**src/rtl/elevador_req_input_pkg.sv**
```systemverilog
// Board-level constants shared by the elevator input stage, the controller and the top level.
// Keeping floor count and index width here guarantees that every block agrees on them.
package elevador_req_input_pkg;

    localparam int DEF_N_FLOORS        = 5;
    localparam int DEF_FLOOR_W         = 3;
    localparam int DEF_DEBOUNCE_CYCLES = 500000;  // 10 ms at 50 MHz
    localparam int DEF_CNT_W           = 19;

    // Conditioned inputs are packed as {sw_exit, sw_enter, sw_floor}.
    localparam int N_EXTRA_INPUTS = 2;

    function automatic int n_inputs(input int n_floors);
        return n_floors + N_EXTRA_INPUTS;
    endfunction

    function automatic int idx_enter(input int n_floors);
        return n_floors;
    endfunction

    function automatic int idx_exit(input int n_floors);
        return n_floors + 1;
    endfunction

endpackage

```
**src/rtl/elevador_debounce.sv**
```systemverilog
// One switch channel: 2-FF synchroniser, hold-time debouncer and rising-edge detector.
// A new level is accepted only after it has been seen continuously for DEBOUNCE_CYCLES cycles.
module elevador_debounce
    import elevador_req_input_pkg::*;
#(
    parameter int DEBOUNCE_CYCLES = DEF_DEBOUNCE_CYCLES,
    parameter int CNT_W           = DEF_CNT_W
) (
    input  logic clk,
    input  logic reset,
    input  logic din,
    output logic stable,
    output logic rise
);

    localparam logic [CNT_W-1:0] CNT_LAST = CNT_W'(DEBOUNCE_CYCLES - 1);

    logic             r_sync1;
    logic             r_sync2;
    logic             r_stable;
    logic             r_stable_d;
    logic [CNT_W-1:0] r_cnt;

    always_ff @(posedge clk or posedge reset) begin
        if (reset) begin
            r_sync1 <= 1'b0;
            r_sync2 <= 1'b0;
        end else begin
            r_sync1 <= din;
            r_sync2 <= r_sync1;
        end
    end

    // Any return to the accepted level restarts the hold window, so bounces never leak through.
    always_ff @(posedge clk or posedge reset) begin
        if (reset) begin
            r_stable <= 1'b0;
            r_cnt    <= '0;
        end else if (r_sync2 == r_stable) begin
            r_cnt <= '0;
        end else if (r_cnt == CNT_LAST) begin
            r_stable <= r_sync2;
            r_cnt    <= '0;
        end else begin
            r_cnt <= r_cnt + CNT_W'(1);
        end
    end

    always_ff @(posedge clk or posedge reset) begin
        if (reset) begin
            r_stable_d <= 1'b0;
        end else begin
            r_stable_d <= r_stable;
        end
    end

    assign stable = r_stable;
    assign rise   = r_stable & ~r_stable_d;

endmodule

```
**src/rtl/elevador_req_input.sv**
```systemverilog
// Elevator input conditioning: debounced floor/passenger switches, sticky per-floor requests
// cleared by the controller, and single-cycle enter/exit pulses.
module elevador_req_input
    import elevador_req_input_pkg::*;
#(
    parameter int N_FLOORS        = DEF_N_FLOORS,
    parameter int FLOOR_W         = DEF_FLOOR_W,
    parameter int DEBOUNCE_CYCLES = DEF_DEBOUNCE_CYCLES,
    parameter int CNT_W           = DEF_CNT_W
) (
    input  logic                         clk,
    input  logic                         reset,
    input  logic [N_FLOORS-1:0]          sw_floor,
    input  logic                         sw_enter,
    input  logic                         sw_exit,
    // served_valid is a one-cycle strobe with no back-pressure: the clear is taken the cycle it is seen.
    input  logic                         served_valid,
    input  logic [FLOOR_W-1:0]           served_floor,
    output logic [N_FLOORS-1:0]          req_pending,
    output logic                         req_any,
    output logic                         enter_pulse,
    output logic                         exit_pulse,
    output logic [N_FLOORS+1:0]          dbg_stable
);

    localparam int N_IN  = n_inputs(N_FLOORS);
    localparam int I_ENT = idx_enter(N_FLOORS);
    localparam int I_EXT = idx_exit(N_FLOORS);

    logic [N_IN-1:0]     w_raw;
    logic [N_IN-1:0]     w_stable;
    logic [N_IN-1:0]     w_rise;
    logic [N_FLOORS-1:0] w_clr;

    logic [N_FLOORS-1:0] r_req_pending;
    logic                r_enter_pulse;
    logic                r_exit_pulse;

    assign w_raw = {sw_exit, sw_enter, sw_floor};

    genvar g;
    generate
        for (g = 0; g < N_IN; g++) begin : g_deb
            elevador_debounce #(
                .DEBOUNCE_CYCLES (DEBOUNCE_CYCLES),
                .CNT_W           (CNT_W)
            ) u_deb (
                .clk    (clk),
                .reset  (reset),
                .din    (w_raw[g]),
                .stable (w_stable[g]),
                .rise   (w_rise[g])
            );
        end

        // Out-of-range floor indices match no bit, so they are ignored for free.
        for (g = 0; g < N_FLOORS; g++) begin : g_clr
            localparam logic [FLOOR_W-1:0] FLOOR_IDX = FLOOR_W'(g);
            assign w_clr[g] = served_valid && (served_floor == FLOOR_IDX);
        end
    endgenerate

    // Clear beats a same-cycle rise; a held switch cannot re-request without a new debounced edge.
    always_ff @(posedge clk or posedge reset) begin
        if (reset) begin
            r_req_pending <= '0;
        end else begin
            for (int i = 0; i < N_FLOORS; i++) begin
                if (w_clr[i]) begin
                    r_req_pending[i] <= 1'b0;
                end else if (w_rise[i]) begin
                    r_req_pending[i] <= 1'b1;
                end
            end
        end
    end

    always_ff @(posedge clk or posedge reset) begin
        if (reset) begin
            r_enter_pulse <= 1'b0;
            r_exit_pulse  <= 1'b0;
        end else begin
            r_enter_pulse <= w_rise[I_ENT];
            r_exit_pulse  <= w_rise[I_EXT];
        end
    end

    assign req_pending = r_req_pending;
    assign req_any     = |r_req_pending;
    assign enter_pulse = r_enter_pulse;
    assign exit_pulse  = r_exit_pulse;
    assign dbg_stable  = w_stable;

endmodule

```
**config.mk**
```make
export PLATFORM = sky130hd
export DESIGN_NAME = elevador_req_input
export DESIGN_NICKNAME = d
export VERILOG_FILES = /design/src/rtl/elevador_req_input_pkg.sv /design/src/rtl/elevador_debounce.sv /design/src/rtl/elevador_req_input.sv
export SDC_FILE = /design/constraint.sdc
export NUM_CORES = 1
export LEC_CHECK = 0
export BUFFER_PORTS_ARGS = -buffer_cell sky130_fd_sc_hd__buf_4
export CORE_ASPECT_RATIO = 0.5
export CORE_MARGIN = 2
export CORE_UTILIZATION = 60
export CTS_CLUSTER_DIAMETER = 40
export DETAILED_ROUTE_END_ITERATION = 12
export GPL_TIMING_DRIVEN = 0
export PLACE_DENSITY = 0.89
export RECOVER_POWER = 50
export SKIP_LAST_GASP = 1
export SLEW_MARGIN = 20
export SYNTH_ARGS = -nofsm -noshare
export SYNTH_HDL_FRONTEND = slang
export SYNTH_SLANG_ARGS = --single-unit
```
**constraint.sdc**
```tcl
create_clock -name clk -period 12.85 [get_ports clk]
set_clock_uncertainty 0.05 [all_clocks]
set_input_delay 3.2125 -clock clk [delete_from_list [all_inputs] [get_ports clk]]
set_output_delay 3.2125 -clock clk [all_outputs]
set_load 0.03 [all_outputs]
```
==> impl_summary.txt, run 1 <==
----------------------------------------------------
[Status]
  Run status ... finished with violations
  Violated checks ... capacitance limit, slew limit

[GRT]
  Antenna violations before repair ... 0
  Via count of the first global-routing pass ... 5734
  Wire length of the first global-routing pass ... 27000 um
  Maximum number of pins on one net before global-route repair ... 96
  Overflow left after global routing ... 0
  GRT Resource Usage Total ... 23.4%

[Worst setup path]
  Slowest CP cell ... clkinvlp_2
  Cell-by-cell listing of the critical path ... clkbuf_4 -> clkinvlp_2
  Top fanout value on the critical path ... 95
  End of the worst register-to-register path ... g_deb[5].u_deb.r_cnt[8]$_DFF_PP0_
  Cells on worst reg2reg path ... 5
  Worst path top cell family by delay ... buffers and inverters
  Element type at the critical path end ... asynchronous set/reset pin
  Bufs and invs on worst path ... 2
  Data arrival time at the worst-slack endpoint ... 5630 ps
  Required arrival time at the worst endpoint ... 12630 ps
  Worst reg2reg setup slack ... 9700 ps
  Kind of start point of the critical path ... input pin
  Worst stage delay on the critical path ... 2260 ps
  Worst setup path startpoint ... reset
  Crit Path Class ... in -> async
  Worst reg2reg path startpoint ... g_deb[5].u_deb.r_cnt[12]$_DFF_PP0_

[Floorplan]
  Num ports ... 28
  Vert. Die Dim ... 85.0 um
  Number of core rows ... 29
  Die X-Extent ... 166 um
  Core footprint ... 12700 um2
  Die outline area ... 14100 um2
  Initial cell density of the core ... 61.8%

[Yosys]
  Average cell area after synthesis ... 10.1 um2
  Post-synthesis cell type count ... 46
  EDFF count, synth ... 0
  Proportion of synthesized flip-flops having asynchronous set or reset ... 100%
  Largest cells by area after synthesis ... dfrtp_1 53%, xnor2_1 7.3%, nor2_1 5.6%
  Seq cells post-synth ... 168
  Summed instance area of the synthesized netlist ... 7870 um2
  Largest area contributor in the synthesized netlist ... dfrtp_1
  Post-synthesis instance total ... 778
  Seq/Total Area, Yosys ... 53.4%
  Top-area cell type share of the netlist area ... 53.4%
  Most numerous cell types in the synthesized netlist ... 168 x dfrtp_1, 117 x nor2_1, 66 x xnor2_1, 43 x nand3_1, 41 x nand2_1
  Most repeated cell in the gate-level netlist after synthesis ... dfrtp_1
  Post-Synthesis Net Count ... 798
  Main flop type after synthesis ... dfrtp_1
  Warnings from Yosys ... 0

[Power]
  Power dissipated by switching net loads ... 0.256 mW
  Portion of total power attributed to the clock network ... 48.4%
  Static leakage ... 3.59 nW
  Combinational group share of total power ... 3.7%
  Internal power of the cells ... 0.882 mW
  Part of the total power dissipated in sequential elements ... 47.9%
  PD cells ... 128 nW/um2
  Switching Fraction ... 22.5%
  Highest ir drop seen on vdd ... 0.0847 mV

[Clocking]
  Setup bufs post-CTS ... 0
  Clock slew seen by the registers of the worst setup and hold paths ... 60 ps
  Clock tree root driver cell ... clkbuf_16
  H-tree levels ... 4
  Clock tree from TritonCTS ... yes
  Number of buffers added to fix hold violations after cts ... 0
  Clock latency of the later-clocked register in the worst-skew pair ... 430 ps
  Post-cts repair resize count ... 0
  Sinks on the clock net ... 168
  Number of buffers inserted during clock tree synthesis ... 17
  Maximum count of clock buffers along a single path ... 2

[Timing]
  Setup total negative slack ... 0 ps
  RSZ-0062 raised after global routing ... no
  Count of final setup violators ... 0
  Max transition margin ... -170%
  Transition at the pin with the smallest max-transition slack ... 4030 ps
  Final worst path period need ... 5850 ps
  Number of endpoints with negative hold slack in the final report ... 0
  Max Slew Vio Count ... 95
  Final cycle utilization of the critical path ... 45.5%
  Max frequency ... 171 MHz

[Drt]
  Detailed-router iteration count before antenna repair ... 5
  Final routed DRC violation total ... 0
  Final routed wire length divided by cell count ... 15.7 um
  Routed Wire Length ... 15800 um
  Via/cell ratio ... 6.00
  Vias after detailed routing ... 6046
  Detailed router's first-iteration violation count ... 457
  Post-route antenna net violation count ... 0

[Min path]
  Min-Delay Path Depth ... 0
  Kind of path behind the tightest hold check ... reg -> reg
  Hold Path Origin ... g_deb[5].u_deb.r_sync1$_DFF_PP0_
  Worst Hold Path EP ... g_deb[5].u_deb.r_sync2$_DFF_PP0_

[Layout]
  Layout cells sized above 1 ... 11.0%
  Flip-flop and latch area ... 4200 um2
  Area grow syn2layout ... 12.7%
  Final net count ... 845
  Number of filler instances in the final layout ... 848
  Final instance area ... 8870 um2
  Area of the multi-input gates ... 3350 um2
  Ant. Diodes ... 0

[Placed design]
  Instance area at placement ... 8320 um2
  PortBufs ... 27
  GP Congestion ... 0.855
  Half-perimeter wire length after placement ... 9740 um

[Run]
  # Max-Cap Violations ... 1

----------------------------------------------------
how the worst max path moves through the flow:
stage                                               to  depth (start not counted)
floorplan                        enter_pulse$_DFF_PP0_                          1
global placement    g_deb[2].u_deb.r_cnt[18]$_DFF_PP0_                          2
detailed placement  g_deb[3].u_deb.r_cnt[17]$_DFF_PP0_                          3
CTS                                            req_any                          3
global route         g_deb[2].u_deb.r_cnt[8]$_DFF_PP0_                          2
finish              g_deb[1].u_deb.r_cnt[18]$_DFF_PP0_                          2
placed cells by master (no fill, tap or decap), types with 3 or more instances in the layout:
master and instances:
clkbuf_1 13, a31oi_1 4, nand2_1 41, mux2_2 6, nand3_1 43, and4_1 6
dfrtp_1 168, xor2_1 28, or4b_2 3, bufinv_16 4, nor4_1 21, and3_1 3
clkinvlp_4 4, clkbuf_16 17, nor3_1 21, nor2_1 117, nand4_1 33, or3_1 21
inv_6 4, inv_1 34, o31ai_1 12, xnor2_1 66, ha_1 7, clkbuf_4 8
or4_1 20, o21ai_0 23, and2_0 6, nor2b_1 3, a21oi_1 38, buf_4 25
or2_2 6, nor4b_1 6
per-stage QoR:
stage	hold WS, ps	power (mW)	setup slack [ps]	std cells	util, %
floorplan	281	0.583	5040	778	-
global placement	281	0.595	3450	975	65.1
CTS	299	1.14	8250	1008	70.3
finish	299	1.14	7000	1008	69.7
global route	307	1.17	6300	1008	69.7
detailed placement	285	0.599	8640	976	65.4
state kept, by name, summed over array words and instances, names as in the netlist:
signal	cells
enter_pulse	1
g_deb.u_deb.stable	7
exit_pulse	1
g_deb.u_deb.r_stable_d	7
req_pending	5
g_deb.u_deb.r_sync1	7
g_deb.u_deb.r_sync2	7
g_deb.u_deb.r_cnt	133
metal layers:
layer / track usage, % / wire, um / vias up
met5: 0 / 0 / -
met4: 8.62 / 347 / 0
met3: 4.20 / 792 / 45
met2: 40.5 / 7790 / 224
met1: 30.3 / 6870 / 2952
li1: - / - / 2825
power groups by stage:
| stage | Combinational [mW] | Sequential (mW) | Clock, mW |
|---|---|---|---|
| 3_5_place_dp | 0.0436 | 0.555 | 0 |
| 3_3_place_gp | 0.0408 | 0.555 | 0 |
| 5_1_grt | 0.0474 | 0.546 | 0.578 |
| 2_1_floorplan | 0.0277 | 0.555 | 0 |
| 4_1_cts | 0.0445 | 0.545 | 0.555 |
| 6_report | 0.0417 | 0.545 | 0.551 |
logic make-up (layout without fill, tap and decap cells):
family / Yosys count / after routing / share of synthesized area, %
xor+xnor: 94 / 94 / 10.5
simple gates: 364 / 364 / 24.3
flops: 168 / 168 / 53.4
compound gates: 81 / 81 / 6.32
fa+ha+maj: 7 / 7 / 1.11
buf+inv: 57 / 117 / 3.38
mux: 7 / 7 / 1.00
layout make-up:
type                    instances  share of cell area [%]
flip-flops and latches        168                    47.4
multi-input cells             553                    37.8
clock buffers                  18                    4.95
repair buffers                 28                    2.55
well taps                     170                    2.40
clock inverters                14                    2.20
inverters                      35                    1.49
plain buffers                  22                    1.27
Note: power is estimated with default switching activity, not from simulation.
==> run 2, diff against run 1 <==
==> constraint.sdc (replaced) <==
create_clock -name clk -period 5.85 [get_ports clk]
set_clock_uncertainty 0.05 [all_clocks]
set_input_delay 1.4625 -clock clk [delete_from_list [all_inputs] [get_ports clk]]
set_output_delay 1.4625 -clock clk [all_outputs]
set_load 0.03 [all_outputs]
==> run 2 against run 1 <==
Against the previous run:
- the flow still finishes with violations (capacitance limit, slew limit)
- clock-buffer cell count is 2 higher
- critical path depth up 4
- register-to-register slack got worse by 6800 ps
- via count grew 0.30%
- core utilization increased by 0.72 points
- critical endpoint is now g_deb[3].u_deb.r_sync2$_DFF_PP0_
- first-iteration DRC count is 16% lower
- combinational power increased by 140%
- die area stayed put
==> impl_summary.txt, run 2 (synthesized netlist as in run 1, its figures left out) <==
----------------------------------------------------
[Status]
  Run status ... finished with violations
  Violated checks ... capacitance limit, slew limit

[Power]
  Static leakage ... 3.65 nW (+1.7%)
  Power dissipated by switching net loads ... 0.558 mW (+120%)
  Combinational group share of total power ... 3.9% (+0.2 points)
  PD cells ... 283 nW/um2 (+120%)
  Internal power of the cells ... 1.98 mW (+120%)
  Portion of total power attributed to the clock network ... 48.9% (+0.5 points)
  Part of the total power dissipated in sequential elements ... 47.2% (-0.7 points)
  Highest ir drop seen on vdd ... 0.191 mV (+130%)
  Switching Fraction ... 22.0% (-0.50 points)

[Clocking]
  Clock latency of the later-clocked register in the worst-skew pair ... 430 ps (about the same)
  Sinks on the clock net ... 168 (unchanged)
  Number of buffers added to fix hold violations after cts ... 0 (unchanged)
  Maximum count of clock buffers along a single path ... 2 (unchanged)
  Post-cts repair resize count ... 0 (unchanged)
  Number of buffers inserted during clock tree synthesis ... 17 (unchanged)
  Clock slew seen by the registers of the worst setup and hold paths ... 60 ps (about the same)
  Clock tree from TritonCTS ... yes
  H-tree levels ... 4 (unchanged)
  Clock tree root driver cell ... clkbuf_16
  Setup bufs post-CTS ... 0 (unchanged)

[Worst setup path]
  Worst reg2reg setup slack ... 2880 ps (-6820 ps)
  End of the worst register-to-register path ... g_deb[4].u_deb.r_cnt[7]$_DFF_PP0_
  Top fanout value on the critical path ... 34 (-64%)
  Cells on worst reg2reg path ... 5 (unchanged)
  Kind of start point of the critical path ... input pin
  Required arrival time at the worst endpoint ... 6420 ps (-6210 ps)
  Worst setup path startpoint ... reset
  Element type at the critical path end ... asynchronous set/reset pin
  Worst reg2reg path startpoint ... g_deb[4].u_deb.r_cnt[11]$_DFF_PP0_
  Crit Path Class ... in -> async
  Data arrival time at the worst-slack endpoint ... 4160 ps (-1470 ps)

[Layout]
  Largest Register ... g_deb.u_deb.r_cnt
  Most frequent cells in the layout ... 168 x dfrtp_1, 117 x nor2_1, 66 x xnor2_1
  Area grow syn2layout ... 13.8%
  Number of filler instances in the final layout ... 837 (-1.3%)
  Final net count ... 849 (+0.47%)
  Ant. Diodes ... 0 (unchanged)
  Final cell count without fillers ... 1012 (+0.40%)
  Number of flip-flops under the largest register name ... 133 (unchanged)
  Commonest non-fill, non-tap cell in the layout ... dfrtp_1
  Area of the multi-input gates ... 3350 um2 (+0.15%)
  Flip-flop and latch area ... 4200 um2 (unchanged)
  Final core utilization ... 70.4% (+0.72 points)
  Layout cells sized above 1 ... 11.8% (+0.78 points)

[Floorplan]
  Initial cell density of the core ... 61.8% (unchanged)
  Die X-Extent ... 166 um (unchanged)
  Die outline area ... 14100 um2 (unchanged)
  Vert. Die Dim ... 85.0 um (unchanged)
  Number of core rows ... 29 (unchanged)
  Num ports ... 28 (unchanged)
  Core footprint ... 12700 um2 (unchanged)

[Placed design]
  PortBufs ... 27 (unchanged)
  Half-perimeter wire length after placement ... 10500 um (+7.9%)
  GP Congestion ... 0.839 (-1.9%)
  Instance count after placement with tap cells included ... 980 (+0.41%)

[GRT]
  Maximum number of pins on one net before global-route repair ... 35 (-64%)
  Wire length of the first global-routing pass ... 28800 um (+6.8%)
  Antenna violations before repair ... 0 (unchanged)
  Via count of the first global-routing pass ... 6179 (+7.8%)
  Overflow left after global routing ... 0 (unchanged)
  GRT Resource Usage Total ... 25.3% (+1.9 points)

[Timing]
  Final cycle utilization of the critical path ... 61.4%
  Max transition margin ... -23.9% (+150 points)
  Final worst path period need ... 3590 ps
  RSZ-0062 raised after global routing ... no
  Setup total negative slack ... 0 ps (unchanged)
  Max frequency ... 278 MHz
  Number of endpoints with negative hold slack in the final report ... 0 (unchanged)
  Max Slew Vio Count ... 34 (-64%)
  Transition at the pin with the smallest max-transition slack ... 1860 ps (-2170 ps)
  Count of final setup violators ... 0 (unchanged)

[Drt]
  Final routed DRC violation total ... 0 (unchanged)
  Via/cell ratio ... 5.99 (about the same)
  Vias after detailed routing ... 6064 (+0.30%)
  Routed Wire Length ... 16600 um (+5.2%)
  Detailed router's first-iteration violation count ... 384 (-16%)
  Post-route antenna net violation count ... 0 (unchanged)
  Final routed wire length divided by cell count ... 16.4 um (+4.7%)
  Detailed-router iteration count before antenna repair ... 5 (unchanged)

[Min path]
  Kind of path behind the tightest hold check ... reg -> reg
  Min-Delay Path Depth ... 0 (unchanged)
  Hold Path Origin ... g_deb[5].u_deb.r_sync1$_DFF_PP0_
  Worst Hold Path EP ... g_deb[5].u_deb.r_sync2$_DFF_PP0_

[Run]
  # Max-Cap Violations ... 1 (unchanged)

----------------------------------------------------
-- run 2: changes by cell type in the layout (fill, tap and decap cells not counted), moves of 2 or more --
cell / previous run / this run
clkinv_4: 0 / 3
buf_6: 0 / 2
buf_12: 0 / 4
clkbuf_1: 13 / 11
clkinvlp_4: 4 / 1
buf_2: 2 / 5
inv_6: 4 / 0
-- run 2: cell type report --
type / count / share of cell area, %
plain buffers: 22 / 1.51
clock buffers: 20 / 4.98
clock inverters: 12 / 2.22
inverters: 35 / 1.48
multi-input cells: 553 / 37.4
flip-flops and latches: 168 / 46.9
well taps: 170 / 2.37
repair buffers: 32 / 3.11
-- run 2: power groups by stage --
| stage | clock network, mW | registers [mW] | logic (mW) |
|---|---|---|---|
| 2_1_floorplan | 0 | 1.22 | 0.0610 |
| 3_3_place_gp | 0 | 1.22 | 0.0901 |
| 3_5_place_dp | 0 | 1.22 | 0.103 |
| 4_1_cts | 1.25 | 1.20 | 0.106 |
| 5_1_grt | 1.30 | 1.20 | 0.113 |
| 6_report | 1.24 | 1.20 | 0.100 |
-- run 2: routing by layer --
metal | part of all wire, % | global-route usage (%) | vias up
met1 | 42 | 30.8 | 2979
met2 | 51 | 44.2 | 185
li1 | - | - | 2850
met4 | 3.0 | 11.6 | 0
met3 | 3.9 | 5.32 | 50
met5 | 0 | 0 | -
-- run 2: stage by stage --
| step | instance area (um2) | power, mW | setup WS, ps | hold slack, ps |
|---|---|---|---|---|
| global placement | 8290 | 1.31 | 1290 | 282 |
| detailed placement | 8390 | 1.32 | 3090 | 285 |
| finish | 8960 | 2.54 | 2260 | 298 |
| CTS | 9040 | 2.55 | 3080 | 299 |
| global route | 8960 | 2.62 | 1770 | 313 |
| floorplan | 7880 | 1.28 | 2200 | 281 |
-- run 2: worst max-delay path, cell delays in order --
cell        delay (ps)
clkbuf_4           110
clkinvlp_2         380
clkbuf_1          1390
buf_12             320
buf_12             230
buf_12             230
-- run 2: worst max-delay path by stage --
| stage | depth (start not counted) | slack (ps) | to |
|---|---|---|---|
| after floorplan | 1 | 2200 | enter_pulse$_DFF_PP0_ |
| after CTS | 3 | 3080 | req_any |
| after global placement | 2 | 1290 | g_deb[2].u_deb.r_cnt[15]$_DFF_PP0_ |
| after detailed placement | 6 | 3090 | g_deb[3].u_deb.r_cnt[2]$_DFF_PP0_ |
| after global routing | 6 | 1770 | g_deb[1].u_deb.r_stable_d$_DFF_PP0_ |
| final | 6 | 2260 | g_deb[3].u_deb.r_sync2$_DFF_PP0_ |
==> run 3, diff against run 2 <==
==> constraint.sdc (replaced) <==
create_clock -name clk -period 3.7 [get_ports clk]
set_clock_uncertainty 0.05 [all_clocks]
set_input_delay 0.925 -clock clk [delete_from_list [all_inputs] [get_ports clk]]
set_output_delay 0.925 -clock clk [all_outputs]
set_load 0.03 [all_outputs]
==> run 3 against run 2 <==
Against the previous run:
- the flow now finishes without violations
- sequential power grew 58%
- total power grew 58%
- core utilization grew 0.39 points
- critical endpoint unchanged
- largest cell class unchanged
==> impl_summary.txt, run 3 (synthesized netlist as in run 1, its figures left out) <==
----------------------------------------------------
[Layout]
  Number of filler instances in the final layout ... 823 (-1.7%)
  Layout cells sized above 1 ... 12.8% (+1.1 points)
  Area of the multi-input gates ... 3400 um2 (+1.5%)
  Flip-flop and latch area ... 4200 um2 (unchanged)
  Area grow syn2layout ... 14.5%
  Final core utilization ... 70.8% (+0.39 points)
  Ant. Diodes ... 0 (unchanged)
  Number of flip-flops under the largest register name ... 133 (unchanged)
  Final net count ... 849 (unchanged)
  Most frequent cells in the layout ... 168 x dfrtp_1, 117 x nor2_1, 66 x xnor2_1
  Largest Register ... g_deb.u_deb.r_cnt
  Commonest non-fill, non-tap cell in the layout ... dfrtp_1

[Clocking]
  Clock slew seen by the registers of the worst setup and hold paths ... 60 ps (about the same)
  Sinks on the clock net ... 168 (unchanged)
  Clock tree from TritonCTS ... yes
  Number of buffers added to fix hold violations after cts ... 0 (unchanged)
  Clock latency of the later-clocked register in the worst-skew pair ... 430 ps (about the same)
  Setup bufs post-CTS ... 0 (unchanged)
  Clock tree root driver cell ... clkbuf_16
  Number of buffers inserted during clock tree synthesis ... 17 (unchanged)
  H-tree levels ... 4 (unchanged)
  Maximum count of clock buffers along a single path ... 2 (unchanged)
  Post-cts repair resize count ... 0 (unchanged)

[Worst setup path]
  Bufs and invs on worst path ... 6 (unchanged)
  Element type at the critical path end ... asynchronous set/reset pin
  Worst stage delay on the critical path ... 680 ps (-710 ps)
  Top fanout value on the critical path ... 34 (unchanged)
  Most frequent CP cell ... buf_12
  Cell-by-cell listing of the critical path ... clkbuf_4 -> clkinvlp_2 -> buf_12 -> buf_12 -> buf_12 -> clkbuf_2
  Kind of start point of the critical path ... input pin
  Crit Path Class ... in -> async
  Data arrival time at the worst-slack endpoint ... 2930 ps (-1230 ps)
  Worst reg2reg path startpoint ... g_deb[0].u_deb.r_cnt[0]$_DFF_PP0_
  Required arrival time at the worst endpoint ... 4100 ps (-2320 ps)
  Worst path top cell family by delay ... buffers and inverters
  Worst setup path startpoint ... reset
  Slowest CP cell ... clkbuf_2

[Timing]
  Number of endpoints with negative hold slack in the final report ... 0 (unchanged)
  Count of final setup violators ... 0 (unchanged)
  Final worst path period need ... 2530 ps
  Transition at the pin with the smallest max-transition slack ... 840 ps (-1020 ps)
  Final cycle utilization of the critical path ... 68.4%
  RSZ-0062 raised after global routing ... no
  Hold Slack ... 299 ps (+1.41 ps)
  Worst setup margin ... 1170 ps (-1090 ps)
  Max transition margin ... 44.0% (+68 points)
  Max Slew Vio Count ... 0 (-100%)
  Max frequency ... 395 MHz

[GRT]
  Global routing's busiest layer ... met2
  Maximum number of pins on one net before global-route repair ... 35 (unchanged)
  Met1 track demand over resource ... 30.8% (unchanged)
  GRT Resource Usage Total ... 25.3% (unchanged)
  Antenna violations before repair ... 0 (unchanged)
  Met3 Resource Use GR ... 5.32% (unchanged)
  Overflow left after global routing ... 0 (unchanged)
  Via count of the first global-routing pass ... 6179 (unchanged)
  Met2 Resource Use GR ... 44.2% (unchanged)
  Wire length of the first global-routing pass ... 28800 um (unchanged)

[Floorplan]
  Core footprint ... 12700 um2 (unchanged)
  Num ports ... 28 (unchanged)
  Die X-Extent ... 166 um (unchanged)
  Number of core rows ... 29 (unchanged)
  Vert. Die Dim ... 85.0 um (unchanged)
  Initial cell density of the core ... 61.8% (unchanged)
  Die outline area ... 14100 um2 (unchanged)

[Min path]
  Hold Path Origin ... g_deb[0].u_deb.r_sync1$_DFF_PP0_
  Kind of path behind the tightest hold check ... reg -> reg

[Run]
  # Max-Cap Violations ... 0 (-1)

[Drt]
  Post-route antenna net violation count ... 0 (unchanged)
  Vias after detailed routing ... 6064 (unchanged)
  Routed Wire Length ... 16600 um (-0.40%)
  Via/cell ratio ... 5.99 (unchanged)
  Final routed DRC violation total ... 0 (unchanged)
  Final routed wire length divided by cell count ... 16.4 um (-0.40%)
  Detailed router's first-iteration violation count ... 333 (-13%)
  Detailed-router iteration count before antenna repair ... 8 (+3)

[Power]
  PD cells ... 445 nW/um2 (+57%)
  Highest ir drop seen on vdd ... 0.302 mV (+58%)
  Static leakage ... 3.66 nW (+0.37%)

[Placed design]
  GP Congestion ... 0.839 (unchanged)
  PortBufs ... 27 (unchanged)
  Dpl ws ... 1240 ps (-1850 ps)
  Half-perimeter wire length after placement ... 10500 um (unchanged)

[Status]
  Run status ... finished, final reports clean

----------------------------------------------------
-- run 3: cell counts in the layout (fill, tap and decap cells not counted) --
No cell type changed its count.
-- run 3: layer usage --
metal	share of wire [%]	wire, um
met5	0	0
met4	3.1	510
met3	4.2	702
met2	51	8410
met1	42	6930
-- run 3: layout make-up --
cell class              instances  area share (%)
repair buffers                 32            3.11
plain buffers                  22            1.50
multi-input cells             553            37.8
clock inverters                12            2.21
clock buffers                  20            4.96
well taps                     170            2.36
inverters                      35            1.47
flip-flops and latches        168            46.6
-- run 3: power breakdown --
| group | leakage [nW] | switching (mW) | internal [mW] | total (mW) |
|---|---|---|---|---|
| Combinational | 1.05 | 0.108 | 0.0528 | 0.161 |
| Clock | 0.314 | 0.742 | 1.22 | 1.96 |
| Sequential | 2.30 | 0.0291 | 1.87 | 1.90 |
-- run 3: path summary, 6_finish.rpt --
path,depth (start not counted),slack (ps),endpoint
setup / recovery,6,1170,g_deb[3].u_deb.r_sync2$_DFF_PP0_
hold / removal,0,300,g_deb[0].u_deb.r_sync2$_DFF_PP0_
setup reg to reg,7,1180,g_deb[0].u_deb.r_cnt[12]$_DFF_PP0_
hold reg to reg,0,300,g_deb[0].u_deb.r_sync2$_DFF_PP0_
max in group clk,7,1180,g_deb[0].u_deb.r_cnt[12]$_DFF_PP0_
min in group asynchronous,2,520,g_deb[5].u_deb.r_cnt[8]$_DFF_PP0_
-- run 3: metrics by stage --
stage / instances / power [mW] / cell area (um2) / TNS (ps)
after CTS: 1012 / 4.04 / 9040 / 0
after global routing: 1012 / 4.14 / 9010 / 0
after global placement: 975 / 2.07 / 8290 / -51130
after detailed placement: 980 / 2.09 / 8390 / 0
after floorplan: 778 / 2.02 / 7880 / 0
final: 1012 / 4.01 / 9010 / 0
